<file path="config.mk">
export PLATFORM = sky130hd
export DESIGN_NAME = sram_port_driver_flat
export DESIGN_NICKNAME = d
export VERILOG_FILES = /design/src/rtl/sram_port_driver_pkg.sv /design/src/rtl/sram_port_driver_if.sv /design/src/rtl/sram_resp_fifo.sv /design/src/rtl/sram_port_driver.sv /design/src/flat_wrapper.sv
export SDC_FILE = /design/constraint.sdc
export NUM_CORES = 1
export LEC_CHECK = 0
export ABC_CLOCK_PERIOD_IN_PS = 4100
export CAP_MARGIN = 40
export CORE_AREA = 3 3 446 448
export CTS_CLUSTER_DIAMETER = 80
export DETAILED_ROUTE_END_ITERATION = 8
export DIE_AREA = 0 0 449 451
export PLACE_DENSITY_LB_ADDON = 0.12
export SETUP_SLACK_MARGIN = 0.05
export SYNTH_ARGS = -nofsm -noshare
export SYNTH_HDL_FRONTEND = slang
export SYNTH_SLANG_ARGS = --single-unit
</file>
<file path="constraint.sdc">
create_clock -name clock -period 4.1 [get_ports clock]
set_clock_uncertainty 0.05 [all_clocks]
set_input_delay 1.025 -clock clock [delete_from_list [all_inputs] [get_ports clock]]
set_output_delay 1.025 -clock clock [all_outputs]
set_load 0.02 [all_outputs]
</file>
<file path="src/rtl/sram_port_driver_pkg.sv">
// Shared widths, FSM state and request record for the RW0 SRAM port driver.
package sram_port_pkg;

  localparam int unsigned ADDR_W = 19;
  localparam int unsigned DATA_W = 256;
  localparam int unsigned MASK_W = DATA_W / 8;

  typedef enum logic {
    ST_INIT,
    ST_RUN
  } state_e;

  typedef struct packed {
    logic [ADDR_W-1:0] addr;
    logic              write;
    logic [MASK_W-1:0] mask;
    logic [DATA_W-1:0] data;
  } req_t;

endpackage

</file>
<file path="src/rtl/sram_port_driver_if.sv">
// Request/response channels plus the RW0 macro port; master = L2 side and macro model,
// slave = the port driver.
interface sram_port_driver_if;
  import sram_port_pkg::*;

  logic              req_valid;
  logic              req_ready;
  logic [ADDR_W-1:0] req_addr;
  logic              req_write;
  logic [MASK_W-1:0] req_mask;
  logic [DATA_W-1:0] req_data;
  logic              resp_valid;
  logic              resp_ready;
  logic [DATA_W-1:0] resp_data;
  logic              init_done;
  logic [ADDR_W-1:0] RW0_addr;
  logic              RW0_en;
  logic              RW0_wmode;
  logic [MASK_W-1:0] RW0_wmask;
  logic [DATA_W-1:0] RW0_wdata;
  logic [DATA_W-1:0] RW0_rdata;

  modport master (
    output req_valid, req_addr, req_write, req_mask, req_data, resp_ready, RW0_rdata,
    input  req_ready, resp_valid, resp_data, init_done,
    input  RW0_addr, RW0_en, RW0_wmode, RW0_wmask, RW0_wdata
  );

  modport slave (
    input  req_valid, req_addr, req_write, req_mask, req_data, resp_ready, RW0_rdata,
    output req_ready, resp_valid, resp_data, init_done,
    output RW0_addr, RW0_en, RW0_wmode, RW0_wmask, RW0_wdata
  );

endinterface

</file>
<file path="src/rtl/sram_resp_fifo.sv">
// Circular read-response buffer; head entry is presented straight from registered storage.
module sram_resp_fifo #(
  parameter int unsigned DATA_W     = 256,
  parameter int unsigned RESP_DEPTH = 2
) (
  input  logic                                clock,
  input  logic                                reset_n,
  input  logic                                push,
  input  logic [DATA_W-1:0]                   push_data,
  input  logic                                pop,
  output logic [DATA_W-1:0]                   head_data,
  output logic [$clog2(RESP_DEPTH+1)-1:0]     count,
  output logic                                full,
  output logic                                empty
);

  localparam int unsigned PtrW = (RESP_DEPTH > 1) ? $clog2(RESP_DEPTH) : 1;
  localparam int unsigned CntW = $clog2(RESP_DEPTH + 1);

  logic [DATA_W-1:0] mem_q [RESP_DEPTH];
  logic [PtrW-1:0]   wr_ptr_q, rd_ptr_q;
  logic [CntW-1:0]   count_q;

  function automatic logic [PtrW-1:0] bump(input logic [PtrW-1:0] p);
    return (p == PtrW'(RESP_DEPTH - 1)) ? '0 : p + PtrW'(1);
  endfunction

  always_ff @(posedge clock or negedge reset_n) begin
    if (!reset_n) begin
      wr_ptr_q <= '0;
      rd_ptr_q <= '0;
      count_q  <= '0;
      for (int i = 0; i < RESP_DEPTH; i++) mem_q[i] <= '0;
    end else begin
      if (push) begin
        mem_q[wr_ptr_q] <= push_data;
        wr_ptr_q        <= bump(wr_ptr_q);
      end
      if (pop) rd_ptr_q <= bump(rd_ptr_q);
      case ({push, pop})
        2'b10:   count_q <= count_q + CntW'(1);
        2'b01:   count_q <= count_q - CntW'(1);
        default: count_q <= count_q;
      endcase
    end
  end

  assign head_data = mem_q[rd_ptr_q];
  assign count     = count_q;
  assign full      = (count_q == CntW'(RESP_DEPTH));
  assign empty     = (count_q == '0);

endmodule

</file>
<file path="src/rtl/sram_port_driver.sv">
// RW0 SRAM port initiator with credit-gated reads and in-order responses.
// Define SRAM_PORT_INIT_EN to clear INIT_DEPTH addresses after reset before accepting requests.
module sram_port_driver
  import sram_port_pkg::*;
#(
  parameter int unsigned READ_LATENCY = 1,
  parameter int unsigned RESP_DEPTH   = 2,
  parameter int unsigned INIT_DEPTH   = 2 ** ADDR_W
) (
  input logic               clock,
  input logic               reset_n,
  sram_port_driver_if.slave bus
);

  localparam int unsigned CntW = $clog2(RESP_DEPTH + 1);

  if (READ_LATENCY < 1 || READ_LATENCY > 4 || RESP_DEPTH < READ_LATENCY + 1 ||
      INIT_DEPTH < 1 || INIT_DEPTH > 2 ** ADDR_W) begin : g_bad_param
    $error("sram_port_driver: illegal parameter combination");
  end

  req_t                    req;
  logic                    fire, rd_fire, pop, push;
  logic                    init_done_q;
  logic [READ_LATENCY-1:0] pipe_q;
  logic [CntW-1:0]         fifo_count;
  logic                    fifo_full, fifo_empty;
  int unsigned             credits;

  assign req = '{addr: bus.req_addr, write: bus.req_write, mask: bus.req_mask,
                 data: bus.req_data};

  // A pop this cycle frees its entry in time for a read firing now, keeping full throughput.
  always_comb begin
    credits = 32'(fifo_count) - 32'(pop);
    for (int i = 0; i < READ_LATENCY; i++) credits += 32'(pipe_q[i]);
  end

  assign bus.req_ready = init_done_q && (credits < RESP_DEPTH);
  assign fire          = bus.req_valid && bus.req_ready;
  assign rd_fire       = fire && !req.write;

`ifdef SRAM_PORT_INIT_EN
  state_e            state_q;
  logic [ADDR_W-1:0] init_cnt_q;
  logic              init_en_q;

  always_ff @(posedge clock or negedge reset_n) begin
    if (!reset_n) begin
      state_q     <= ST_INIT;
      init_cnt_q  <= '0;
      init_en_q   <= 1'b0;
      init_done_q <= 1'b0;
    end else begin
      case (state_q)
        ST_INIT: begin
          if (!init_en_q) begin
            init_en_q <= 1'b1;
          end else if (init_cnt_q == ADDR_W'(INIT_DEPTH - 1)) begin
            init_en_q   <= 1'b0;
            init_done_q <= 1'b1;
            state_q     <= ST_RUN;
          end else begin
            init_cnt_q <= init_cnt_q + ADDR_W'(1);
          end
        end
        ST_RUN: init_done_q <= 1'b1;
      endcase
    end
  end
`else
  always_ff @(posedge clock or negedge reset_n) begin
    if (!reset_n) init_done_q <= 1'b0;
    else          init_done_q <= 1'b1;
  end
`endif

  always_comb begin
    bus.RW0_en    = 1'b0;
    bus.RW0_wmode = 1'b0;
    bus.RW0_addr  = '0;
    bus.RW0_wmask = '0;
    bus.RW0_wdata = '0;
    if (fire) begin
      bus.RW0_en    = 1'b1;
      bus.RW0_wmode = req.write;
      bus.RW0_addr  = req.addr;
      if (req.write) begin
        bus.RW0_wmask = req.mask;
        bus.RW0_wdata = req.data;
      end
    end
`ifdef SRAM_PORT_INIT_EN
    else if (init_en_q) begin
      bus.RW0_en    = 1'b1;
      bus.RW0_wmode = 1'b1;
      bus.RW0_addr  = init_cnt_q;
      bus.RW0_wmask = '1;
    end
`endif
  end

  always_ff @(posedge clock or negedge reset_n) begin
    if (!reset_n) begin
      pipe_q <= '0;
    end else begin
      pipe_q[0] <= rd_fire;
      for (int i = 1; i < READ_LATENCY; i++) pipe_q[i] <= pipe_q[i-1];
    end
  end

  assign push = pipe_q[READ_LATENCY-1];
  assign pop  = !fifo_empty && bus.resp_ready;

  sram_resp_fifo #(
    .DATA_W     (DATA_W),
    .RESP_DEPTH (RESP_DEPTH)
  ) u_fifo (
    .clock     (clock),
    .reset_n   (reset_n),
    .push      (push),
    .push_data (bus.RW0_rdata),
    .pop       (pop),
    .head_data (bus.resp_data),
    .count     (fifo_count),
    .full      (fifo_full),
    .empty     (fifo_empty)
  );

  assign bus.resp_valid = !fifo_empty;
  assign bus.init_done  = init_done_q;

  a_no_push_when_full: assert property (@(posedge clock) disable iff (!reset_n)
    push |-> !fifo_full);

endmodule

</file>
<file path="src/flat_wrapper.sv">
// flat-port wrapper written by rule: the top's interface ports become plain ports
module sram_port_driver_flat import sram_port_pkg::*;
#(
  parameter int unsigned READ_LATENCY = 1,
  parameter int unsigned RESP_DEPTH   = 2,
  parameter int unsigned INIT_DEPTH   = 2 ** ADDR_W
)
  (clock, reset_n, bus_req_valid, bus_req_addr, bus_req_write, bus_req_mask, bus_req_data, bus_resp_ready, bus_RW0_rdata, bus_req_ready, bus_resp_valid, bus_resp_data, bus_init_done, bus_RW0_addr, bus_RW0_en, bus_RW0_wmode, bus_RW0_wmask, bus_RW0_wdata);
  sram_port_driver_if bus_i ();
  input logic clock;
  input logic reset_n;
  input wire logic [$bits(bus_i.req_valid)-1:0] bus_req_valid;
  input wire logic [$bits(bus_i.req_addr)-1:0] bus_req_addr;
  input wire logic [$bits(bus_i.req_write)-1:0] bus_req_write;
  input wire logic [$bits(bus_i.req_mask)-1:0] bus_req_mask;
  input wire logic [$bits(bus_i.req_data)-1:0] bus_req_data;
  input wire logic [$bits(bus_i.resp_ready)-1:0] bus_resp_ready;
  input wire logic [$bits(bus_i.RW0_rdata)-1:0] bus_RW0_rdata;
  output wire logic [$bits(bus_i.req_ready)-1:0] bus_req_ready;
  output wire logic [$bits(bus_i.resp_valid)-1:0] bus_resp_valid;
  output wire logic [$bits(bus_i.resp_data)-1:0] bus_resp_data;
  output wire logic [$bits(bus_i.init_done)-1:0] bus_init_done;
  output wire logic [$bits(bus_i.RW0_addr)-1:0] bus_RW0_addr;
  output wire logic [$bits(bus_i.RW0_en)-1:0] bus_RW0_en;
  output wire logic [$bits(bus_i.RW0_wmode)-1:0] bus_RW0_wmode;
  output wire logic [$bits(bus_i.RW0_wmask)-1:0] bus_RW0_wmask;
  output wire logic [$bits(bus_i.RW0_wdata)-1:0] bus_RW0_wdata;
  assign bus_i.req_valid = bus_req_valid;
  assign bus_i.req_addr = bus_req_addr;
  assign bus_i.req_write = bus_req_write;
  assign bus_i.req_mask = bus_req_mask;
  assign bus_i.req_data = bus_req_data;
  assign bus_i.resp_ready = bus_resp_ready;
  assign bus_i.RW0_rdata = bus_RW0_rdata;
  assign bus_req_ready = bus_i.req_ready;
  assign bus_resp_valid = bus_i.resp_valid;
  assign bus_resp_data = bus_i.resp_data;
  assign bus_init_done = bus_i.init_done;
  assign bus_RW0_addr = bus_i.RW0_addr;
  assign bus_RW0_en = bus_i.RW0_en;
  assign bus_RW0_wmode = bus_i.RW0_wmode;
  assign bus_RW0_wmask = bus_i.RW0_wmask;
  assign bus_RW0_wdata = bus_i.RW0_wdata;
  sram_port_driver #(.READ_LATENCY(READ_LATENCY), .RESP_DEPTH(RESP_DEPTH), .INIT_DEPTH(INIT_DEPTH)) u_core (.clock(clock), .reset_n(reset_n), .bus(bus_i));
endmodule
</file>
==> flow_results.xml <==
<?xml version="1.0" encoding="UTF-8"?>
<metrics>
  <group name="pwr">
    <metric name="fraction_of_power_consumed_by_the_clock_network" unit="%">19.2</metric>
    <metric name="power_report.internal_total" unit="mW">21.2</metric>
    <metric name="netSwitchingFraction" unit="%">36.9</metric>
    <metric name="p_switching" unit="mW">12.4</metric>
    <metric name="power.density" unit="mW/mm²">731</metric>
    <metric name="overall_power" unit="mW">33.6</metric>
    <metric name="power.ir.vdd_worst" unit="V">0.000276</metric>
    <metric name="power_leakage" unit="nW">18.0</metric>
    <metric name="share_comb_of_total_power" unit="%">54.7</metric>
    <metric name="seq_power_share" unit="%">26.1</metric>
  </group>
  <group name="global_route">
    <metric name="antenna_violations_before_repair" unit="">75</metric>
    <metric name="number_of_global_route_vias_before_repair" unit="">24053</metric>
    <metric name="global_route.usage.total" unit="%">13.9</metric>
    <metric name="maximum_number_of_pins_on_one_net_before_global_route_repair" unit="">88</metric>
    <metric name="grt_first_pass_wirelength" unit="µm">201000</metric>
    <metric name="grt_remaining_overflow" unit="">0</metric>
  </group>
  <group name="cts">
    <metric name="ctsLongestPathBuffers" unit="">3</metric>
    <metric name="numClockSinks" unit="">518</metric>
    <metric name="cts_max_level" unit="">3</metric>
    <metric name="clkSlewWorstSetupHoldPaths" unit="ns">0.05</metric>
    <metric name="clock_tree_from_tritoncts" unit="">yes</metric>
    <metric name="tritoncts.num_buffers" unit="">71</metric>
    <metric name="worstSkewPairLatency" unit="ns">0.63</metric>
    <metric name="clock-root-buffer" unit="">sky130_fd_sc_hd__clkbuf_16</metric>
  </group>
  <group name="worst_setup_path">
    <metric name="worst_setup_path_endpoint" unit="">bus_RW0_wdata[86]</metric>
    <metric name="worstSetupPathType" unit="">input pin to primary output</metric>
    <metric name="crit_path_end_kind" unit="">primary output</metric>
    <metric name="cp.required" unit="ns">3.02</metric>
    <metric name="worst_r2r_path_depth" unit="">12</metric>
    <metric name="cp-startpoint" unit="">bus_resp_ready</metric>
    <metric name="worstReg2RegStart" unit="">u_core.u_fifo.count[0]</metric>
    <metric name="critPathLaunchType" unit="">input pin</metric>
    <metric name="r2r-end" unit="">u_core.pipe_q</metric>
    <metric name="timing.reg2reg.setup_slack" unit="ns">1.23</metric>
    <metric name="path_max_fanout" unit="">7</metric>
    <metric name="crit_arrival" unit="ns">3.38</metric>
  </group>
  <group name="cells_and_area">
    <metric name="fillCellCount" unit="">20989</metric>
    <metric name="count_of_placed_standard_cells_in_the_final_layout_fillers_left_out" unit="">6001</metric>
    <metric name="area_growth_syn_to_layout" unit="%">78.5</metric>
    <metric name="final_layout_size_suffix_gt1_share" unit="%">47.4</metric>
    <metric name="final_net_count" unit="">3872</metric>
  </group>
  <group name="yosys">
    <metric name="synthDominantCellAreaShare" unit="%">50.3</metric>
    <metric name="yosysMostFrequentCell" unit="">sky130_fd_sc_hd__mux2_2</metric>
    <metric name="dominantRegCellSynth" unit="">sky130_fd_sc_hd__dfrtp_1</metric>
    <metric name="synth_seq_cells" unit="">518</metric>
    <metric name="synth_area_per_cell" unit="µm²">12.3</metric>
    <metric name="synth_top_cells_by_area" unit="">sky130_fd_sc_hd__dfrtp_1 (50%), sky130_fd_sc_hd__mux2_2 (33%), sky130_fd_sc_hd__nand3_1 (5.6%)</metric>
    <metric name="synth_warnings" unit="">0</metric>
    <metric name="synth_nets" unit="">2677</metric>
    <metric name="synth_largest_area_cell" unit="">sky130_fd_sc_hd__dfrtp_1</metric>
    <metric name="syn-instance-count" unit="">2101</metric>
    <metric name="synth_area" unit="mm²">0.0257</metric>
    <metric name="synth_commonest_cells" unit="">sky130_fd_sc_hd__mux2_2 (748), sky130_fd_sc_hd__dfrtp_1 (518), sky130_fd_sc_hd__nand3_1 (289), sky130_fd_sc_hd__nor2_1 (289), sky130_fd_sc_hd__clkbuf_1 (68)</metric>
    <metric name="post_synth_num_cell_types" unit="">25</metric>
    <metric name="ys_seq_area_share" unit="%">50.3</metric>
    <metric name="edff_count_synth" unit="">0</metric>
    <metric name="postSynth.asyncResetShare" unit="%">100</metric>
  </group>
  <group name="route">
    <metric name="avgRoutedWirePerCell" unit="µm">24.4</metric>
    <metric name="drt_iter0_markers" unit="">823</metric>
    <metric name="final_antenna_net_count" unit="">0</metric>
    <metric name="detailedRoute.firstPassIterationCount" unit="">5</metric>
    <metric name="detail_route.vias_per_cell" unit="">3.64</metric>
    <metric name="detailroute.via_count" unit="">21829</metric>
    <metric name="wl" unit="µm">147000</metric>
    <metric name="drc_errors" unit="">0</metric>
  </group>
  <group name="floorplanning">
    <metric name="start_util" unit="%">13.2</metric>
    <metric name="fp.dieW" unit="µm">449</metric>
    <metric name="io_pins" unit="">1136</metric>
    <metric name="rows" unit="">162</metric>
    <metric name="die-area" unit="mm²">0.202</metric>
    <metric name="die-height" unit="µm">451</metric>
    <metric name="design.core.area" unit="mm²">0.195</metric>
  </group>
  <group name="sta">
    <metric name="period_needed" unit="ns">4.45</metric>
    <metric name="worst-slew-pin-transition" unit="ns">0.868</metric>
    <metric name="period_share" unit="%">109</metric>
    <metric name="rsz0062_at_grt" unit="">yes</metric>
    <metric name="timing_hold_violations_final" unit="">0</metric>
    <metric name="final_max_slew_viol_count" unit="">0</metric>
    <metric name="fin_setup_tns" unit="ns">-56.54</metric>
    <metric name="finalWorstSetupSlack" unit="ns">-0.350</metric>
    <metric name="maxSlewHeadroom" unit="%">42.1</metric>
    <metric name="finalSetupViolCount" unit="">298</metric>
    <metric name="fmax" unit="GHz">0.225</metric>
  </group>
  <group name="flow_run">
    <metric name="drv.max_cap_violation_count" unit="">0</metric>
  </group>
  <group name="run_status">
    <metric name="violations_in_the_final_reports" unit="">negative setup slack</metric>
    <metric name="outcome" unit="">finished, violations left</metric>
  </group>
  <group name="worst_hold_path">
    <metric name="worstHoldPathType" unit="">input pin to asynchronous set/reset pin</metric>
  </group>
  <group name="place">
    <metric name="pre_cts_slack" unit="ns">-1.18</metric>
    <metric name="globalplace.congestion" unit="">0.891</metric>
    <metric name="place.detailed.instances" unit="">5784</metric>
    <metric name="io_buffers" unit="">1135</metric>
    <metric name="detailed_place_hpwl" unit="µm">114000</metric>
  </group>
</metrics>
## worst min-delay path by stage
stage | startpoint | endpoint | slack [ns] | cells past startpoint
finish | reset_n | u_core.u_fifo.mem_q[423] | 0.31 | 1
global route | reset_n | u_core.u_fifo.mem_q[167] | 0.32 | 1
CTS | reset_n | u_core.u_fifo.mem_q[423] | 0.28 | 1
detailed placement | u_core.u_fifo.mem_q[476] | u_core.u_fifo.mem_q[476] | 0.42 | 1
global placement | u_core.u_fifo.mem_q[478] | u_core.u_fifo.mem_q[478] | 0.42 | 1
floorplan | u_core.u_fifo.mem_q[461] | u_core.u_fifo.mem_q[461] | 0.40 | 1
## power by group through the flow
stage | Clock (mW) | Sequential [mW] | Combinational (mW)
after CTS | 6.81 | 8.80 | 18.2
final | 6.44 | 8.79 | 18.4
after global routing | 6.99 | 9.11 | 19.4
after floorplan | 0 | 8.45 | 9.12
after detailed placement | 0 | 8.87 | 16.4
after global placement | 0 | 8.87 | 16.5
## final cells by class
class	instances	area [µm²]	share of cell area, %
Tap cell	2624	3280	7.14
Timing Repair Buffer	1307	14000	30.6
Clock buffer	114	2260	4.93
Antenna cell	27	67.6	0.147
Multi-Input combinational cell	1392	13100	28.6
Inverter	6	40.0	0.0871
Clock inverter	13	166	0.362
Sequential cell	518	13000	28.2
## through the flow
stage,hold WS (ns),instance area (µm²),utilization (%)
2_1_floorplan,0.404,25700,-
3_3_place_gp,0.419,40500,20.8
3_5_place_dp,0.425,40500,20.8
4_1_cts,0.278,44800,23.0
5_1_grt,0.318,45900,23.6
6_report,0.314,46000,23.6
## kinds of logic (layout without fill, tap and decap cells)
logic type | Yosys count | in the layout | share of synthesized area (%)
buffers and inverters | 191 | 1440 | 4.83
flip-flops | 518 | 518 | 50.3
XOR/XNOR | 5 | 5 | 0.170
adder cells (fa/ha/maj) | 8 | 8 | 0.389
other | 1 | 28 | 0.0146
AND/OR/NAND/NOR | 609 | 609 | 10.6
multiplexers | 768 | 768 | 33.6
AO/OA/AOI/OAI | 1 | 1 | 0.0292
## worst max-delay path: stages
cell and delay [ns]:
sky130_fd_sc_hd__buf_8 0.10, sky130_fd_sc_hd__and3b_2 0.23, sky130_fd_sc_hd__ha_4 0.22, sky130_fd_sc_hd__inv_4 0.05, sky130_fd_sc_hd__ha_4 0.12, sky130_fd_sc_hd__inv_4 0.04
sky130_fd_sc_hd__ha_4 0.24, sky130_fd_sc_hd__and4bb_2 0.31, sky130_fd_sc_hd__nand2_8 0.08, sky130_fd_sc_hd__buf_16 0.15, sky130_fd_sc_hd__buf_16 0.15, sky130_fd_sc_hd__buf_12 0.13
sky130_fd_sc_hd__buf_16 0.13, sky130_fd_sc_hd__buf_6 0.12, sky130_fd_sc_hd__nor2_4 0.11, sky130_fd_sc_hd__buf_6 0.13
## registers in the layout (all words and copies together) (netlist names)
signal	count
u_core.u_fifo.mem_q	512
u_core.u_fifo.count	2
u_core.bus.init_done	1
u_core.pipe_q	1
u_core.u_fifo.rd_ptr_q	1
u_core.u_fifo.wr_ptr_q	1
## cells in the final DEF (no fill, tap or decap), types with 4 or more instances in the layout
cell	netlist	routed
sky130_fd_sc_hd__and3_1	21	8
sky130_fd_sc_hd__and3_4	0	13
sky130_fd_sc_hd__buf_12	0	68
sky130_fd_sc_hd__buf_16	0	18
sky130_fd_sc_hd__buf_2	46	22
sky130_fd_sc_hd__buf_4	17	146
sky130_fd_sc_hd__buf_6	54	216
sky130_fd_sc_hd__buf_8	0	8
sky130_fd_sc_hd__clkbuf_1	68	16
sky130_fd_sc_hd__clkbuf_16	0	83
sky130_fd_sc_hd__clkbuf_8	0	22
sky130_fd_sc_hd__clkdlybuf4s50_1	0	821
sky130_fd_sc_hd__clkinv_2	0	5
sky130_fd_sc_hd__dfrtp_1	518	517
sky130_fd_sc_hd__diode_2	0	27
sky130_fd_sc_hd__ha_4	0	5
sky130_fd_sc_hd__inv_6	0	4
sky130_fd_sc_hd__mux2_1	20	20
sky130_fd_sc_hd__mux2_2	748	748
sky130_fd_sc_hd__nand3_1	289	289
sky130_fd_sc_hd__nor2_1	289	78
sky130_fd_sc_hd__nor2_2	1	35
sky130_fd_sc_hd__nor2_4	0	177
## per-layer routing
metal	track usage, %	vias to the layer above	wire (µm)
li1	-	9802	-
met1	13.2	10924	48500
met2	27.8	846	82900
met3	3.70	251	8890
met4	6.03	6	6410
met5	0	-	41
## timing repair
action | CTS | global route
hold buffers | 0 | 0
buffers inserted | 31 | 13
resized for setup | 1572 | 257
endpoints found under the setup margin | 315 | 309
pin swaps | 52 | 70
cloned | 17 | 8
(Power assumes the default switching activity.)
